===== config.mk =====
export PLATFORM = sky130hd
export DESIGN_NAME = vga_rect_fill
export DESIGN_NICKNAME = d
export VERILOG_FILES = /design/src/rtl/vga_pkg.sv /design/src/rtl/rect_clip.sv /design/src/rtl/vga_rect_fill.sv
export SDC_FILE = /design/constraint.sdc
export NUM_CORES = 1
export LEC_CHECK = 0
export CORE_ASPECT_RATIO = 0.6
export CORE_MARGIN = 1
export CORE_UTILIZATION = 45
export DETAILED_ROUTE_END_ITERATION = 7
export PLACE_DENSITY_LB_ADDON = 0.12
export SYNTH_ARGS = -nofsm -noshare
export SYNTH_HDL_FRONTEND = slang
export SYNTH_SLANG_ARGS = --single-unit

===== constraint.sdc =====
create_clock -name main_clk -period 6.3 [get_ports main_clk]
set_input_delay 1.575 -clock main_clk [delete_from_list [all_inputs] [get_ports main_clk]]
set_output_delay 1.575 -clock main_clk [all_outputs]
set_load 0.05 [all_outputs]

===== src/rtl/vga_pkg.sv =====
// Shared constants and types for the VGA pixel-array datapath.
package vga_pkg;
  localparam int H_RES    = 320;
  localparam int V_RES    = 200;
  localparam int FB_WORDS = H_RES * V_RES;
  localparam int COLOR_W  = 12;
  localparam int ADDR_W   = 16;

  typedef logic [COLOR_W-1:0] pixel_t;
  typedef logic [ADDR_W-1:0]  fb_addr_t;

  typedef enum logic [1:0] {IDLE, CLIP, FILL, DONE} fill_state_t;

  // y*320 built from two shifts so no multiplier is inferred
  function automatic fb_addr_t line_base(input logic [7:0] y);
    fb_addr_t y_ext;
    y_ext = {8'b0, y};
    return (y_ext << 8) + (y_ext << 6);
  endfunction
endpackage


===== src/rtl/rect_clip.sv =====
// Combinational clip of a rectangle against the frame; flags rectangles with no visible pixels.
module rect_clip
  import vga_pkg::*;
(
  input  logic [8:0] x,
  input  logic [7:0] y,
  input  logic [8:0] w,
  input  logic [7:0] h,
  output logic [9:0] x_end,
  output logic [9:0] y_end,
  output logic       empty
);
  logic [9:0] x_sum;
  logic [9:0] y_sum;

  // 10-bit sums cannot overflow: 511+511 and 255+255 both fit
  assign x_sum = {1'b0, x} + {1'b0, w};
  assign y_sum = {2'b0, y} + {2'b0, h};

  assign x_end = (x_sum > 10'(H_RES)) ? 10'(H_RES) : x_sum;
  assign y_end = (y_sum > 10'(V_RES)) ? 10'(V_RES) : y_sum;

  assign empty = ({1'b0, x} >= 10'(H_RES)) || ({2'b0, y} >= 10'(V_RES)) ||
                 (w == 9'd0) || (h == 8'd0);
endmodule


===== src/rtl/vga_rect_fill.sv =====
// Rectangle-fill engine: takes one clipped fill command and streams one pixel write per cycle.
//   state | meaning
//   IDLE  | cmd_ready high, waiting for a command
//   CLIP  | clip bounds latched, choose FILL or DONE
//   FILL  | one pixel write registered per cycle, row-major
//   DONE  | stream finished, done pulse registered for next cycle
module vga_rect_fill
  import vga_pkg::*;
(
  input  logic               main_clk,
  input  logic               main_rst_n,
  input  logic               cmd_valid,
  output logic               cmd_ready,
  input  logic [8:0]         cmd_x,
  input  logic [7:0]         cmd_y,
  input  logic [8:0]         cmd_w,
  input  logic [7:0]         cmd_h,
  input  logic [COLOR_W-1:0] cmd_color,
  output logic               busy,
  output logic               done,
  output logic               do_write,
  output logic [ADDR_W-1:0]  write_addr,
  output logic [COLOR_W-1:0] write_data
);
  fill_state_t state_q, state_d;

  logic [8:0] x_q;
  logic [7:0] y_q;
  logic [8:0] w_q;
  logic [7:0] h_q;
  pixel_t     color_q;
  logic [9:0] x_end_q, y_end_q;
  logic [9:0] cur_x, cur_y;
  fb_addr_t   row_base;

  logic [9:0] clip_x_end, clip_y_end;
  logic       clip_empty;
  logic       row_end, last_row;

  rect_clip u_clip (
    .x     (x_q),
    .y     (y_q),
    .w     (w_q),
    .h     (h_q),
    .x_end (clip_x_end),
    .y_end (clip_y_end),
    .empty (clip_empty)
  );

  assign row_end  = (cur_x + 10'd1) == x_end_q;
  assign last_row = (cur_y + 10'd1) == y_end_q;

  always_ff @(posedge main_clk) begin
    if (!main_rst_n) state_q <= IDLE;
    else             state_q <= state_d;
  end

  always_comb begin
    state_d   = state_q;
    cmd_ready = 1'b0;
    busy      = 1'b1;
    case (state_q)
      IDLE: begin
        cmd_ready = 1'b1;
        busy      = 1'b0;
        if (cmd_valid) state_d = CLIP;
      end
      CLIP:    state_d = clip_empty ? DONE : FILL;
      FILL:    if (row_end && last_row) state_d = DONE;
      DONE:    state_d = IDLE;
      default: state_d = IDLE;
    endcase
  end

  always_ff @(posedge main_clk) begin
    if (!main_rst_n) begin
      x_q        <= '0;
      y_q        <= '0;
      w_q        <= '0;
      h_q        <= '0;
      color_q    <= '0;
      x_end_q    <= '0;
      y_end_q    <= '0;
      cur_x      <= '0;
      cur_y      <= '0;
      row_base   <= '0;
      done       <= 1'b0;
      do_write   <= 1'b0;
      write_addr <= '0;
      write_data <= '0;
    end else begin
      do_write <= 1'b0;
      done     <= (state_q == DONE);
      case (state_q)
        IDLE: begin
          if (cmd_valid) begin
            x_q     <= cmd_x;
            y_q     <= cmd_y;
            w_q     <= cmd_w;
            h_q     <= cmd_h;
            color_q <= cmd_color;
          end
        end
        CLIP: begin
          x_end_q  <= clip_x_end;
          y_end_q  <= clip_y_end;
          cur_x    <= {1'b0, x_q};
          cur_y    <= {2'b0, y_q};
          row_base <= line_base(y_q);
        end
        FILL: begin
          do_write   <= 1'b1;
          write_addr <= row_base + fb_addr_t'(cur_x);
          write_data <= color_q;
          if (row_end) begin
            cur_x    <= {1'b0, x_q};
            cur_y    <= cur_y + 10'd1;
            row_base <= row_base + fb_addr_t'(H_RES);
          end else begin
            cur_x <= cur_x + 10'd1;
          end
        end
        default: ;
      endcase
    end
  end
endmodule

[After elaboration in Yosys (flattened, before gate mapping)]
Index checks and enable logic that the tools add are counted.
Widths: inputs -> output; s select.
Storage, ports and cells
  register bits: 134
  latch bits: 0
  memory bits (writable): 0
  memory bits (read-only): 0
  input port bits: 49
  output and inout bits: 32
  word-level logic and storage cells: 60
  memories: 0
Operators by class
  add/sub/neg operators: 7
  multiply operators: 0
  div/mod/pow operators: 0
  magnitude comparators: 4
  equal/unequal tests: 8
  shifts and indexed selects: 0
  muxes and demuxes: 15
  bitwise gates (word level): 0
  reduce and logical (&&, ||, !) cells: 11
Operators by type and width (count)
  $mux 10: 4
  $pmux 10 s2: 2
  $pmux 16 s2: 1
  $add 10x1->10 const B: 2
  $eq 10x10->1: 2
  $add 16x10->16: 1
  $add 16x14->16: 1
  $add 16x9->16 const B: 1
  $mux 16: 1
  $add 9x9->10: 1
  $gt 10x8->1 const B: 1
  $gt 10x9->1 const B: 1
  $add 8x8->9: 1
  $ge 9x9->1 const B: 1
  $logic_not 9->1: 1
  $ge 8x8->1 const B: 1
  $logic_not 8->1: 1
  $pmux 2 s4: 1
  $ne 2x2->1 const B: 3
  $reduce_and 2->1: 3
  $eq 2x2->1 const B: 2
  $mux 1: 4
  $mux 2: 2
  $logic_or 1x1->1: 3
  other kinds (4): 4

[Depth between registers and ports, before layout]
Gate-level depths: netlist of run 1.
  depth after elaboration: 6
  depth in mapped cells: 10
  depth with buffers taken out: 10

[By module]
Synthesis of run 1 repeated with hierarchy kept, for this count alone.
Second synthesis, totals
  cells, all modules: 886
  area total of the unflattened synthesis: 7407.1 um2
By module, submodules not included
  vga_rect_fill: instances 1, cells each 756, area an instance 6428.7 um2, sequential area each 2562.5 um2
  rect_clip: instances 1, cells each 130, area an instance 978.4 um2, sequential area each 0.0 um2

[Least setup slack after synthesis of run 1]
Ideal clock, no wire load.
  kind: reg-to-output
  from: register state_q[0]
  to: output port busy
  data arrival time: 1.345 ns
  required time: 4.725 ns
  path slack: 3.380 ns
  cell stages (with the launch flop): 4
  path buffers: 0
  cell sequence: dfxtp_1 -> inv_1 -> ha_1 -> inv_1
Between the ends
  cells in the longest elaborated chain, start to end: 2
RTL lines
  from (decl): line vga_rect_fill.sv:25  | fill_state_t state_q, state_d;
  from (signal assigned): line vga_rect_fill.sv:55  | else state_q <= state_d;
  $logic_not 2->1: line vga_rect_fill.sv:62  | case (state_q)
  $mux 1: line vga_rect_fill.sv:62
  to (decl): line vga_rect_fill.sv:19  | output logic busy,
Every way passes these cells.

[Final worst setup path of run 1]
Ends and elaborated chain as after synthesis.

==> summary.md, run 1 <==
Counting along the longest clock path gives a buffer depth of 2. After floorplanning, the core was sized to cover 15,500 um^2. The number of nets in the layout was 993; the final instance area was 8590 um^2. During synthesis, Yosys emitted a total of 0 warnings. The tools report the total clock sinks as 127. The layout has 1,410 filler cells. The signal arrival time at the worst endpoint is 2090 ps. Relative to the synthesized area, the layout overhead comes to 20.1%. Total leakage power: 0.00326 uW. The final route contains 6,331 vias.

The run gives 449 as the violation count after the first detailed-route iteration. The detailed-route vias per instance is 5.64, and the number of input and output port buffers inserted is 80. The flow ran to the end, and the final reports show no timing, DRC or antenna violations. The standard cell with the maximum stage delay on the critical path is clkdlybuf4s50_1. The run gives 0 as the count of final hold-check violations.

The run gives 0.279 as the worst slew margin relative to its limit. The repair_antennas step left the layout with diodes totalling 0. From left edge to right edge, the die measures 165 um. Once the clock tree was built, the setup fixing pass inserted 0 buffers. In this run, synthesis inferred 0 flip-flops with an integrated enable. The maximum clock rate came out at 273 MHz. The clock buffer count from CTS is 17, and the total number of placement rows is 35.

For the maximum resistive drop on vdd, the log shows 189 uV. For the later-pin clock latency in the skew report, the log shows 430 ps. The most used flip-flop cell after synthesis is dfxtp_1. The flip-flop and latch area was 2540 um^2. The flop and latch count out of synthesis came out at 127.

Power spread over the standard cell area amounts to 423 nW/um^2. The vertical extent of the die was 99.7 um; the final total negative setup slack was 0 ps. Launching element type of the critical path: a register. The area enclosed by the die boundary is 16,400 um^2, and the half-perimeter wire length after detailed placement is 13,600 um. The H-tree was split into 4 levels. Final max-slew violation count: 0. The run gives 0 as the max-cap check violation count.

The top cell types in the final layout, fill and taps aside, are 127 x dfxtp_1, 122 x nand2_1, 80 x clkdlybuf4s50_1, 79 x a21oi_1, 62 x nor2_1. The logs give 8030 um^2 for the post-place instance area and 80 for the maximum number of pins on one net before global-route repair. The area taken by multi-input logic gates is 4310 um^2. The first global-routing pass estimated 31,700 um of wire. The cell count after synthesis came out at 856. The post-synthesis async set-or-reset flop share works out to 0. The via count of the first global-routing pass is 6,154, and the average cell area after synthesis is 8.36 um^2.

The most common cell after layout, fill and taps aside was dfxtp_1. The post-layout utilization of the core was 0.556; the initial antenna violation count was 0. Summed over all layers, the global routing overflow is 0.

The number of detailed-route iterations in the first pass is 5. Setup repair after global routing left no endpoint under its margin. TritonCTS built the clock tree. Largest stage delay on the critical path: 790 ps.

The tools report the capturing element type of the critical path as an output port. The run gives 456 ps as the worst hold slack. In the final routed layout, each cell accounts on average for 17.1 um. Post-route antenna net violation count: 0. The clock transition at the register clock pins on the worst setup and hold paths after CTS is 60 ps.

The slew at the pin closest to its max-slew limit came out at 1080 ps. The startpoint-to-endpoint class of the critical path was reg -> out. The DRC violation count after routing is 0, and the worst clock skew is 11.2 ps. Class of the tightest hold or removal check: reg -> reg. The mapped netlist covers 7150 um^2. The number of ports placed on the die boundary is 81, and the proportion of layout cells with a drive suffix above 1 is 0.0685. The fraction of the cycle the final worst path needs works out to 0.582. Final RePlAce weighted congestion: 0.903.

Post-CTS repair changed the size of 0 cells. The initial core utilization came out at 0.463. The tools report the post-synthesis cell type count as 74. The register area share after synthesis was 0.355.

The routed wire length came out at 19,200 um. Of all nets on the critical path, the largest fanout is 7. The critical path's most frequent cell is inv_1. Cts-stage hold buffer count: 0. In this run the clock root is driven by a clkbuf_16.

The total global-route track usage is 0.248. The final setup violation count is 0. Traced cell by cell, the critical path runs through inv_1 -> ha_1 -> inv_1 -> clkdlybuf4s50_1.

For the number of nets in the synthesized netlist, the log shows 942. The time the final worst path needs with I/O delays and setup was 3670 ps; the endpoint required time on the critical path was 4720 ps.
-- cell families after synthesis --
group / count (synthesis) / share of synthesized area
AND/OR/NAND/NOR: 298 / 0.205
AO/OA/AOI/OAI: 226 / 0.205
flip-flops: 127 / 0.355
buffers and inverters: 75 / 0.0442
XOR/XNOR: 56 / 0.0696
multiplexers: 37 / 0.0525
adder cells (fa/ha/maj): 37 / 0.0679
-- flip-flops by register name, summed over array words and instances (netlist names) --
name        count
write_addr     16
color_q        12
write_data     12
cur_x          10
cur_y          10
row_base       10
x_end_q        10
w_q             9
x_q             9
y_end_q         9
h_q             8
y_q             8
state_q         2
do_write        1
done            1
-- layer usage --
layer,GRT usage,part of all wire
met1,0.365,0.52
met5,0,0
met4,0.0649,0.011
met3,0.0425,0.038
met2,0.369,0.43
-- through the flow --
step / setup slack [ps] / power (uW) / std cells
2_1_floorplan: 3380 / 2280 / 856
3_3_place_gp: 2330 / 2650 / 1091
3_5_place_dp: 2290 / 2690 / 1091
4_1_cts: 2600 / 3640 / 1123
5_1_grt: 2500 / 3870 / 1123
6_report: 2630 / 3630 / 1123
-- synthesized netlist by cell type (17+ instances only) --
cell type	n	area, um^2
a211oi_1	27	203
a21oi_1	79	395
clkbuf_1	39	146
dfxtp_1	127	2540
ha_1	34	425
inv_1	19	71.3
mux2i_1	33	330
nand2_1	122	458
nor2_1	62	233
nor3_1	17	85.1
o21ai_0	39	195
xnor2_1	37	324
xor2_1	18	158
-- final timing paths --
check	start	to	slack [ps]	depth (start not counted)
setup / recovery	state_q[0]$_SDFFE_PN0P_	busy	2630	4
hold / removal	color_q[10]$_SDFFE_PN0P_	color_q[10]$_SDFFE_PN0P_	460	2
setup reg to reg	cur_x[0]$_SDFFE_PN0P_	cur_x[5]$_SDFFE_PN0P_	2940	8
hold reg to reg	color_q[10]$_SDFFE_PN0P_	color_q[10]$_SDFFE_PN0P_	460	2
-- worst max-delay path, delay by kind of cell (launching register included) --
| family | cells | cell delay (ps) |
|---|---|---|
| buf+inv | 3 | 1000 |
| flops | 1 | 370 |
| fa+ha+maj | 1 | 300 |
-- power breakdown --
group | switching (uW) | internal [uW] | total, uW | leakage, uW
logic | 917 | 576 | 1490 | 0.00195
registers | 223 | 969 | 1190 | 0.00104
clock network | 420 | 527 | 947 | 0.000273
-- cell type report --
type | instances | area share
clock buffers | 18 | 0.0511
flip-flops and latches | 127 | 0.296
repair buffers | 86 | 0.0985
multi-input cells | 654 | 0.502
well taps | 203 | 0.0296
inverters | 21 | 0.00918
clock inverters | 14 | 0.0141
No activity file was read; power rests on OpenSTA's default activity.
==> run 2, diff against run 1 <==
==> constraint.sdc (replaced) <==
create_clock -name main_clk -period 3.74 [get_ports main_clk]
set_input_delay 0.935 -clock main_clk [delete_from_list [all_inputs] [get_ports main_clk]]
set_output_delay 0.935 -clock main_clk [all_outputs]
set_load 0.05 [all_outputs]
==> run 2 against run 1 <==
Effect of this change: via count grew 0.58%; register-to-register slack worse by 2300 ps; flip-flop and latch count unchanged; hold slack worse by 1.1 ps; clock power increased by 83%; largest power group unchanged; critical path type is now reg -> reg; utilization rose by 0.59 points; routed wire length decreased by 2.0%.
==> summary.md, run 2 (synthesized netlist as in run 1, its figures left out) <==
The run finished with clean final reports. The total via count in the routed design was 6,368. The critical path launch point is cur_x[0]$_SDFFE_PN0P_. The fraction of the cycle the final worst path needs was 0.840; the number of H-tree levels was 4.

Time the final worst path needs with I/O delays and setup: 3140 ps. The first global-routing pass estimated 30,800 um of wire. The final routed wire length divided by cell count was 16.7 um; the number of input and output port buffers inserted was 80. STA classifies the critical path endpoint as a register. In the routed design, unresolved DRC markers number 0. The final total negative setup slack came out at 0 ps.

The detailed route wirelength on metal3 came out at 820 um. The via count of the first global-routing pass is 5,942, and the cell depth of the worst hold path is 2. The violation count after the first detailed-route iteration is 441, and the area enclosed by the die boundary is 16,400 um^2. The logs give 9610 um for the routed length on met1 and 13,200 um for the half-perimeter wire length after detailed placement. After clock tree synthesis, the clock-pin slew on the worst setup and hold paths is 60 ps. The highest layer touched by signal routing is met4.

Setup violations remaining at the end of the flow were counted as 0. Once the clock tree was built, the setup fixing pass inserted 0 buffers. After layout, the worst setup slack is 597 ps. The setup path with the least slack is of type reg -> reg. The die is 99.7 um tall. The register with the most flip-flops in the layout has 16 of them.

Worst slew margin relative to its limit: 0.261. TritonCTS built the clock tree. For this design the static power due to leakage is 0.00329 uW. During I/O placement, the number of pins put on the boundary was 81. For the worst setup path, the data arrival time is 3480 ps. Count of final hold-check violations: 0.

In the final layout, the registers with the most flip-flops are write_addr x16, color_q x12, write_data x12. For this run, the top clock speed supported by timing is 318 MHz. Routability-driven placement finished with a final weighted congestion of 0.827. The tools report the number of nets in the layout as 995. The tree is rooted in a clkbuf_16. Clock skew on the completed layout was measured at 10.7 ps.

For the worst-skew pair, the clock arrives at the later sink with an insertion delay of 420 ps. The first TritonRoute pass finished after 7 iterations. Once placement finished, the instance area stood at 8070 um^2.

Setup repair after global routing left no endpoint under its margin. CTS saw 127 sinks. From synthesis to final layout, the design area changed by 21.3%. Along the worst path, the maximum fanout reaches 18.

The maximum clock insertion buffer count came out at 2. The total area inside the core boundary comes to 15,500 um^2. In the layout the commonest cells are 127 x dfxtp_1, 122 x nand2_1, 80 x clkdlybuf4s50_1, 79 x a21oi_1, 62 x nor2_1. The library cell used most frequently in the layout, excluding fill and tap cells, is dfxtp_1. Summed over all nets, wire length on met2 after detailed routing comes to 8110 um.

Entering global routing, the biggest net connects 98 pins. The final max-slew violation count was 0; the total global-route track usage was 0.240. The total of cells resized after clock tree synthesis was 0; the max-cap check violation count was 0. The worst hold path belongs to the class reg -> reg.

The startpoint identified for the worst register-to-register timing path is cur_x[0]$_SDFFE_PN0P_. In this run the most critical hold path is launched from color_q[6]$_SDFFE_PN0P_. The proportion of layout cells with a drive suffix above 1 is 0.0705, and the total number of placement rows is 35. Power density relative to cell area: 723 nW/um^2. Counting the buffers created by CTS gives 17. Using the TritonRoute via totals, the vias-per-cell ratio works out to 5.66. At the pin with the least slew margin, the transition time is 1110 ps.

Data on the critical path is required at its endpoint by 4080 ps. The logs give 18,800 um for the routed wire length and 8680 um^2 for the final instance area. VDD sags by at most 328 uV. Counting cells, the worst reg-to-reg path comes to 8.

The run gives 0.463 as the initial core utilization. The launching element type of the critical path is a register. After clock tree synthesis, the flow added hold-fix buffers numbering 0.

The post-layout utilization of the core came out at 0.562. At the placement stage, the worst setup path has a slack of 664 ps. The initial antenna violation count is 0, and the total overflow reported by the global router is 0. In this run the remaining antenna-violating nets after routing total 0.

The number of antenna diodes in the final layout is 0. The register with the most flip-flops is write_addr. The floorplan step set the die width to 165 um.
==> run 2: power breakdown <==
| part | total [uW] | internal, uW | switching (uW) |
|---|---|---|---|
| clock | 1730 | 1060 | 674 |
| combinational | 2550 | 999 | 1550 |
| sequential | 1990 | 1630 | 363 |
| total | 6270 | 3690 | 2580 |
==> run 2: worst max-delay path, stage by stage (launching register included) <==
cell and delay (ps):
dfxtp_1 500, ha_1 420, nand3_1 120, a21oi_1 160, and4bb_1 260, o2111ai_4 570, o21ai_4 280, or4b_1 580
a31oi_1 160
==> run 2: metal layers <==
layer	vias to the layer above	global-route usage
met5	-	0
met4	0	0.0776
met3	25	0.0438
met2	149	0.356
met1	3024	0.347
li1	3170	-
==> run 2: worst paths after layout <==
kind              slack (ps)                       to
setup / recovery         600    cur_x[8]$_SDFFE_PN0P_
hold reg to reg          460  color_q[6]$_SDFFE_PN0P_
setup reg to reg         600    cur_x[8]$_SDFFE_PN0P_
hold / removal           460  color_q[6]$_SDFFE_PN0P_
==> run 2: stage by stage <==
step / std cells / hold WS [ps] / total power (uW)
detailed placement: 1093 / 450 / 4530
CTS: 1125 / 458 / 6290
floorplan: 856 / 436 / 3850
global placement: 1093 / 443 / 4460
finish: 1125 / 455 / 6270
global route: 1125 / 476 / 6680
==> run 2: cell type report <==
type	count	area, um^2
well taps	203	254
repair buffers	88	886
clock buffers	17	425
clock inverters	15	186
flip-flops and latches	127	2540
inverters	21	78.8
multi-input cells	654	4310
fillers	1362	6780
